==> src/rtl/cpu_program_loader.sv <==
// rtl/cpu_program_loader.sv - byte-stream command decoder that loads imem/dmem words and starts/halts the cpu
// Optional LOADER_CHECKSUM_EN: one trailing XOR check byte per non-empty load.
module cpu_program_loader #(
    parameter int IMEM_DEPTH = 512,
    parameter int DMEM_DEPTH = 1024
) (
    input  logic        clk,
    input  logic        rst,
    input  logic        in_valid,
    input  logic [7:0]  in_data,
    output logic        in_ready,
    output logic [63:0] imem_addr,
    output logic        imem_wen,
    output logic [31:0] imem_wdata,
    output logic [63:0] dmem_addr,
    output logic        dmem_wen,
    output logic [63:0] dmem_wdata,
    output logic        cpu_enable,
    output logic        busy,
    output logic        err
);

`ifdef LOADER_CHECKSUM_EN
    typedef enum logic [2:0] {S_IDLE, S_LEN0, S_LEN1, S_PAYLOAD, S_WRITE, S_CHK} state_t;
`else
    typedef enum logic [2:0] {S_IDLE, S_LEN0, S_LEN1, S_PAYLOAD, S_WRITE} state_t;
`endif

    localparam logic [15:0] IMEM_N = 16'(IMEM_DEPTH);
    localparam logic [15:0] DMEM_N = 16'(DMEM_DEPTH);

    state_t      r_state;
    logic        r_is_dmem;
    logic [7:0]  r_len_lo;
    logic [15:0] r_len;
    logic [15:0] r_word_idx;
    logic [2:0]  r_byte_idx;
    logic [63:0] r_asm;
    logic        r_in_ready;
    logic [63:0] r_imem_addr;
    logic        r_imem_wen;
    logic [31:0] r_imem_wdata;
    logic [63:0] r_dmem_addr;
    logic        r_dmem_wen;
    logic [63:0] r_dmem_wdata;
    logic        r_cpu_enable;
    logic        r_busy;
    logic        r_err;
`ifdef LOADER_CHECKSUM_EN
    logic [7:0]  r_xor;
`endif

    logic        w_accept;
    logic [15:0] w_len;
    logic        w_over;
    logic        w_last_byte;
    logic [15:0] w_word_next;
    logic [63:0] w_asm_next;

    assign w_accept    = in_valid & r_in_ready;
    assign w_len       = {in_data, r_len_lo};
    assign w_over      = r_is_dmem ? (w_len > DMEM_N) : (w_len > IMEM_N);
    assign w_last_byte = r_is_dmem ? (r_byte_idx == 3'd7) : (r_byte_idx == 3'd3);
    assign w_word_next = r_word_idx + 16'd1;

    // Word as it will look once the byte on the bus lands, so WRITE can present it directly.
    always_comb begin
        w_asm_next = r_asm;
        w_asm_next[{r_byte_idx, 3'b000} +: 8] = in_data;
    end

    always_ff @(posedge clk) begin
        if (rst) begin
            r_state      <= S_IDLE;
            r_is_dmem    <= 1'b0;
            r_len_lo     <= 8'd0;
            r_len        <= 16'd0;
            r_word_idx   <= 16'd0;
            r_byte_idx   <= 3'd0;
            r_asm        <= 64'd0;
            r_in_ready   <= 1'b1;
            r_imem_addr  <= 64'd0;
            r_imem_wen   <= 1'b0;
            r_imem_wdata <= 32'd0;
            r_dmem_addr  <= 64'd0;
            r_dmem_wen   <= 1'b0;
            r_dmem_wdata <= 64'd0;
            r_cpu_enable <= 1'b0;
            r_busy       <= 1'b0;
            r_err        <= 1'b0;
`ifdef LOADER_CHECKSUM_EN
            r_xor        <= 8'd0;
`endif
        end else begin
            case (r_state)
                S_IDLE: if (w_accept) begin
                    case (in_data)
                        8'hA5, 8'h5A: begin
                            if (r_cpu_enable) begin
                                r_err <= 1'b1;
                            end else begin
                                r_is_dmem <= (in_data == 8'h5A);
                                r_state   <= S_LEN0;
                                r_busy    <= 1'b1;
                            end
                        end
                        8'h0F:   r_cpu_enable <= 1'b1;
                        8'hF0:   r_cpu_enable <= 1'b0;
                        8'hEE:   r_err        <= 1'b0;
                        default: r_err        <= 1'b1;
                    endcase
                end
                S_LEN0: if (w_accept) begin
                    r_len_lo <= in_data;
                    r_state  <= S_LEN1;
                end
                S_LEN1: if (w_accept) begin
                    r_len      <= w_len;
                    r_word_idx <= 16'd0;
                    r_byte_idx <= 3'd0;
`ifdef LOADER_CHECKSUM_EN
                    r_xor      <= 8'd0;
`endif
                    if (w_len == 16'd0) begin
                        r_state <= S_IDLE;
                        r_busy  <= 1'b0;
                    end else if (w_over) begin
                        r_err   <= 1'b1;
                        r_state <= S_IDLE;
                        r_busy  <= 1'b0;
                    end else begin
                        r_state <= S_PAYLOAD;
                    end
                end
                S_PAYLOAD: if (w_accept) begin
                    r_asm <= w_asm_next;
`ifdef LOADER_CHECKSUM_EN
                    r_xor <= r_xor ^ in_data;
`endif
                    if (w_last_byte) begin
                        r_byte_idx <= 3'd0;
                        r_in_ready <= 1'b0;
                        r_state    <= S_WRITE;
                        if (r_is_dmem) begin
                            r_dmem_wen   <= 1'b1;
                            r_dmem_addr  <= {45'd0, r_word_idx, 3'b000};
                            r_dmem_wdata <= w_asm_next;
                        end else begin
                            r_imem_wen   <= 1'b1;
                            r_imem_addr  <= {46'd0, r_word_idx, 2'b00};
                            r_imem_wdata <= w_asm_next[31:0];
                        end
                    end else begin
                        r_byte_idx <= r_byte_idx + 3'd1;
                    end
                end
                S_WRITE: begin
                    r_imem_wen <= 1'b0;
                    r_dmem_wen <= 1'b0;
                    r_in_ready <= 1'b1;
                    r_word_idx <= w_word_next;
                    if (w_word_next == r_len) begin
`ifdef LOADER_CHECKSUM_EN
                        r_state <= S_CHK;
`else
                        r_state <= S_IDLE;
                        r_busy  <= 1'b0;
`endif
                    end else begin
                        r_state <= S_PAYLOAD;
                    end
                end
`ifdef LOADER_CHECKSUM_EN
                S_CHK: if (w_accept) begin
                    if (in_data != r_xor) r_err <= 1'b1;
                    r_state <= S_IDLE;
                    r_busy  <= 1'b0;
                end
`endif
                default: begin
                    r_state <= S_IDLE;
                    r_busy  <= 1'b0;
                end
            endcase
        end
    end

    assign in_ready   = r_in_ready;
    assign imem_addr  = r_imem_addr;
    assign imem_wen   = r_imem_wen;
    assign imem_wdata = r_imem_wdata;
    assign dmem_addr  = r_dmem_addr;
    assign dmem_wen   = r_dmem_wen;
    assign dmem_wdata = r_dmem_wdata;
    assign cpu_enable = r_cpu_enable;
    assign busy       = r_busy;
    assign err        = r_err;

endmodule

==> config.mk <==
export PLATFORM = sky130hd
export DESIGN_NAME = cpu_program_loader
export DESIGN_NICKNAME = d
export VERILOG_FILES = /design/src/rtl/cpu_program_loader.sv
export SDC_FILE = /design/constraint.sdc
export NUM_CORES = 1
export LEC_CHECK = 0
export CORE_MARGIN = 10
export CORE_UTILIZATION = 50
export CTS_CLUSTER_SIZE = 24
export DETAILED_ROUTE_END_ITERATION = 10
export GPL_ROUTABILITY_DRIVEN = 0
export MAX_ROUTING_LAYER = met4
export PLACE_DENSITY = 0.9
export SLEW_MARGIN = 20
export SYNTH_ARGS = -nofsm -noshare
export SYNTH_HDL_FRONTEND = slang
export SYNTH_SLANG_ARGS = --single-unit
export TNS_END_PERCENT = 1
==> constraint.sdc <==
create_clock -name clk -period 3.15 [get_ports clk]
set_input_delay 0.315 -clock clk [delete_from_list [all_inputs] [get_ports clk]]
set_output_delay 0.315 -clock clk [all_outputs]
set_load 0.01 [all_outputs]
== Yosys cells after proc, flatten, opt, wreduce, memory -nomap -nowiden ==
Cells that the tools add are included.

* Memories: 0
* Bits in latches: 0
* Bits in writable memories: 0
* ROM bits: 0
* Bits of input ports: 11
* Flip-flop bits (word level): 245

* Divide/modulo/power cells: 0
* Magnitude comparators: 2
* Add/subtract/negate cells: 3
* Multiply operators: 0
* Reduce and logical (&&, ||, !) cells: 25
* Bitwise gates (word level): 4
* Muxes and demuxes: 47
* Equality and inequality tests: 27
* Shift operators: 2

{| class="wikitable"
|+ Operator list
! cell !! count
|-
| $bwmux W64 || 1
|-
| $shift A8 B8 Y64 const A || 1
|-
| $shiftx A8 B8 Y64 || 1
|-
| $pmux W16 S2 || 1
|-
| $mux W3 || 10
|-
| $eq A8 B8 Y1 const B || 3
|-
| $ne A2 B2 Y1 const B || 12
|-
| $mux W1 || 22
|-
| $reduce_and A7 Y1 || 3
|-
| $reduce_and A4 Y1 || 5
|-
| $add A16 B1 Y16 const B || 1
|-
| $eq A16 B16 Y1 || 1
|-
| $gt A16 B10 Y1 const B || 1
|-
| $gt A16 B11 Y1 const B || 1
|-
| $logic_not A16 Y1 || 1
|-
| $mux W16 || 1
|-
| $pmux W3 S5 || 1
|-
| $pmux W1 S2 || 5
|-
| $reduce_bool A2 Y1 || 5
|-
| $eq A3 B2 Y1 const B || 3
|-
| $reduce_and A3 Y1 || 3
|-
| $eq A8 B4 Y1 const B || 1
|-
| $eq A8 B7 Y1 const B || 1
|-
| $neg A6 Y8 || 1
|-
| other kinds (14) || 25
|}

== Logic depth before layout (Yosys ltp) ==
* Depth in word-level cells: 6
* Gate-level depth with buffers: 10

== Worst setup path before layout ==
No wires, ideal clock.

* Kind: register to register
* Start point: register r_word_idx[1]
* End point: register r_busy, in the netlist busy
* Library setup time: 0.116 ns
* Path slack: 0.668 ns
* Stages on the path, launching flop included: 9
* Arrival: 2.367 ns
* Buffers on the path: 0
* Cell sequence: dfxtp_1 > ha_1 > nand3_1 > or4_4 > a211oi_2 > nor3_1 > o41ai_2 > nand3_1 > a31o_1

* Word-level cells in the longest chain between the ends: 4

{| class="wikitable"
|+ Ends and longest elaborated chain
! element !! line !! text
|-
| start, declared || 36 || <nowiki>logic [15:0] r_word_idx;</nowiki>
|-
| start signal, assigned || 161 || <nowiki>r_word_idx <= w_word_next;</nowiki>
|-
| $add A16 B1 Y16 || 64 || <nowiki>assign w_word_next = r_word_idx + 16'd1;</nowiki>
|-
| $eq A16 B16 Y1 || 162 || <nowiki>if (w_word_next == r_len) begin</nowiki>
|-
| $ne A2 B2 Y1 (no line) || n/a ||
|-
| $reduce_and A7 Y1 (no line) || n/a ||
|-
| end signal, assigned || 89 || <nowiki>r_busy <= 1'b0;</nowiki>
|-
| end signal, assigned || 167 || <nowiki>r_busy <= 1'b0;</nowiki>
|-
| end signal, assigned || 182 || <nowiki>r_busy <= 1'b0;</nowiki>
|-
| end, declared || 47 || <nowiki>logic r_busy;</nowiki>
|}

Every way passes these cells.
A chain may end at the register's enable or synchronous reset.

== Worst setup path after layout ==
* Start point: register r_word_idx[0]
* End point: register r_busy, in the netlist busy

Same word-level chain as after synthesis.

==> results.yml <==
drt:
  avgViaCountPerCell: 5.53
  drc_errors: 0
  drt_wl_total_um: 30100
  vias: 9684
  ant_nets: 0
  initialDrtViolationCount: 1059
  wire_per_inst_um: 17.2
  firstDrtPassIters: 5
power_and_ir_drop:
  power_frac_seq_pct: 48.4
  ir_drop_uv: 416
  switching_share_pct: 21.4
  p_int_mw: 5.04
  pwr-share-clk_pct: 48.6
  p_switching_mw: 1.37
  combPwrFrac_pct: 3.0
  power.leakage_nw: 4.42
  power.density_nw_per_um2: 487
worst_setup_path:
  cp.arrival_ps: 3360
  startpoint_type: "flop"
  worstSetupPathType: "reg -> reg"
  rrSetupSlack_ps: 200
  cp-end-kind: "flop"
  cp.required_ps: 3560
  worst-path-max-fanout: 9
cts:
  htree_levels: 1
  cts.root.buffer_cell: "clkbuf_16"
  clk_latency_ps: 520
  cts_inserted_buffers: 26
  clock-sinks: 245
  cts_resized: 0
  cts_setup_buffers: 0
  cts_buffer_depth: 3
  tritoncts: "yes"
  hold_buffers: 0
  clk_pin_slew_ps: 60
floorplanning:
  die_h_um: 169
  die_area_um2: 28400
  row_count: 54
  ioPinCount: 241
  fp.dieW_um: 169
  core_um2: 21800
  initial_core_util_pct: 50.8
synthesis:
  ys_ff_latch: 245
  synth-main-ff-cell: "dfxtp_1"
  ys_seq_area_share_pct: 44.4
  synth_cells: 1367
  syn_area_um2: 11000
  synthDistinctLibCells: 52
  yosysWarningCount: 0
  async_flop_share_pct: 0
  syn_area_per_cell_um2: 8.08
  synth_edf_count: 0
sta:
  rsz0062_at_grt: "false"
  worst_pin_slew_ps: 922
  finalHoldViolations: 0
  fin_crit_ps: 2950
  drv_slew: 0
  finClkSkew_ps: 17.8
  fin_ws_ps: 200
  finalCritPeriodShare_pct: 93.6
  setup_violations: 0
  slew-limit-headroom_pct: 38.6
  fmaxAchievable_mhz: 339
  setup_tns_ps: 0
global_route:
  grt_overflow_total: 0
  grt_max_degree: 99
  grt_use_total_pct: 20.4
  grt_antenna_before_repair: 3
  grt_pass1_wl_um: 48300
  first_global_vias: 9265
flow_run:
  maxCapViolations: 0
status:
  status: "finished, final reports clean"
placement:
  place_worst_setup_slack_ps: 274
  place_hpwl_um: 20700
  placed_area_um2: 12300
  io_buffers: 144
layout:
  multi_input_area_um2: 5290
  nFillCells: 1829
  areaGrowthSynthToFinish_pct: 19.1
  fin_area_um2: 13200
  postLayoutCoreUtil_pct: 60.5
  drive_above_1_share_pct: 5.65
  seq_area_um2: 4900
  nets: 1469
worst_hold_path:
  hp-class: "in -> reg"
[per-stage QoR]
stage	std cells	total power, mW	hold slack [ps]
5_1_grt	1752	6.60	241
3_3_place_gp	1703	3.35	442
2_1_floorplan	1462	3.39	436
6_report	1752	6.40	236
4_1_cts	1749	6.44	215
3_5_place_dp	1703	3.35	446
[logic make-up after synthesis]
group | synth area share (%)
compound gates | 19.2
simple gates | 20.4
mux | 2.45
flops | 44.4
other cells | 0.0340
buf+inv | 11.1
fa+ha+maj | 0.793
xor+xnor | 1.67
[cell usage after synthesis, drive strengths merged (12+ instances only)]
| cell type | count | share of area [%] |
|---|---|---|
| a211oi | 147 | 10 |
| nor2 | 219 | 7.4 |
| xnor2 | 13 | 1.0 |
| nand2 | 184 | 6.3 |
| o21ai | 21 | 0.95 |
| nor3 | 13 | 0.59 |
| mux2i | 27 | 2.4 |
| nor2b | 20 | 1.1 |
| clkbuf | 90 | 3.1 |
| dfxtp | 245 | 44 |
| a31oi | 22 | 1.2 |
| a21oi | 115 | 5.2 |
| nand3 | 18 | 0.82 |
| buf | 121 | 7.7 |
| and2 | 12 | 0.68 |
[path summary, 6_finish.rpt]
check,startpoint,endpoint,depth (start not counted)
worst max-delay path,r_word_idx[0],busy,8
worst min-delay path,rst,r_len_lo[5],2
worst max register to register,r_word_idx[0],busy,8
worst min register to register,imem_addr[6],imem_addr[6],2
[power by group through the flow]
stage	Sequential, mW	Combinational, mW	Clock, mW
floorplan	3.17	0.216	0
global placement	3.17	0.181	0
detailed placement	3.17	0.183	0
CTS	3.10	0.184	3.15
global route	3.10	0.210	3.29
finish	3.10	0.193	3.11
[routing by layer]
layer / track usage [%] / part of all wire, %
met1: 24.1 / 39
met2: 33.5 / 49
met3: 5.67 / 8.8
met4: 6.02 / 2.5
met5: - / 0
[state kept, by name, summed over array words and instances, names as in the netlist]
| register | count |
|---|---|
| dmem_wdata | 64 |
| r_asm | 64 |
| imem_wdata | 32 |
| dmem_addr | 16 |
| imem_addr | 16 |
| r_len | 16 |
| r_word_idx | 16 |
| r_len_lo | 8 |
| r_byte_idx | 3 |
| r_state | 3 |
| busy | 1 |
| cpu_enable | 1 |
| dmem_wen | 1 |
| err | 1 |
| imem_wen | 1 |
| in_ready | 1 |
| r_is_dmem | 1 |
[cell type report]
cell class / count / share of cell area, %
Tap cell: 280 / 2.66
Sequential cell: 245 / 37.3
Inverter: 11 / 0.314
Multi-Input combinational cell: 995 / 40.2
Clock inverter: 8 / 0.875
Antenna cell: 3 / 0.0571
Clock buffer: 38 / 5.75
Timing Repair Buffer: 172 / 12.8
[worst max-delay path, cell delays in order, from the launching register on]
cell and delay [ps]:
dfxtp_1 510, ha_1 350, nand3_1 250, or4_4 610, a211oi_2 230, nor3_1 80
o41ai_2 430, nand3_1 140, a31o_1 240
[layout by cell type, fill, tap and decap left out, types with 25 or more instances in the layout]
cell | synthesis | routed
mux2i_1 | 27 | 27
a21oi_1 | 115 | 115
clkdlybuf4s50_1 | 0 | 143
buf_4 | 99 | 25
dfxtp_1 | 245 | 245
a211oi_1 | 146 | 146
clkbuf_16 | 0 | 27
conb_1 | 1 | 96
nor2_1 | 219 | 217
nand2_1 | 184 | 184
(Power assumes the default switching activity.)
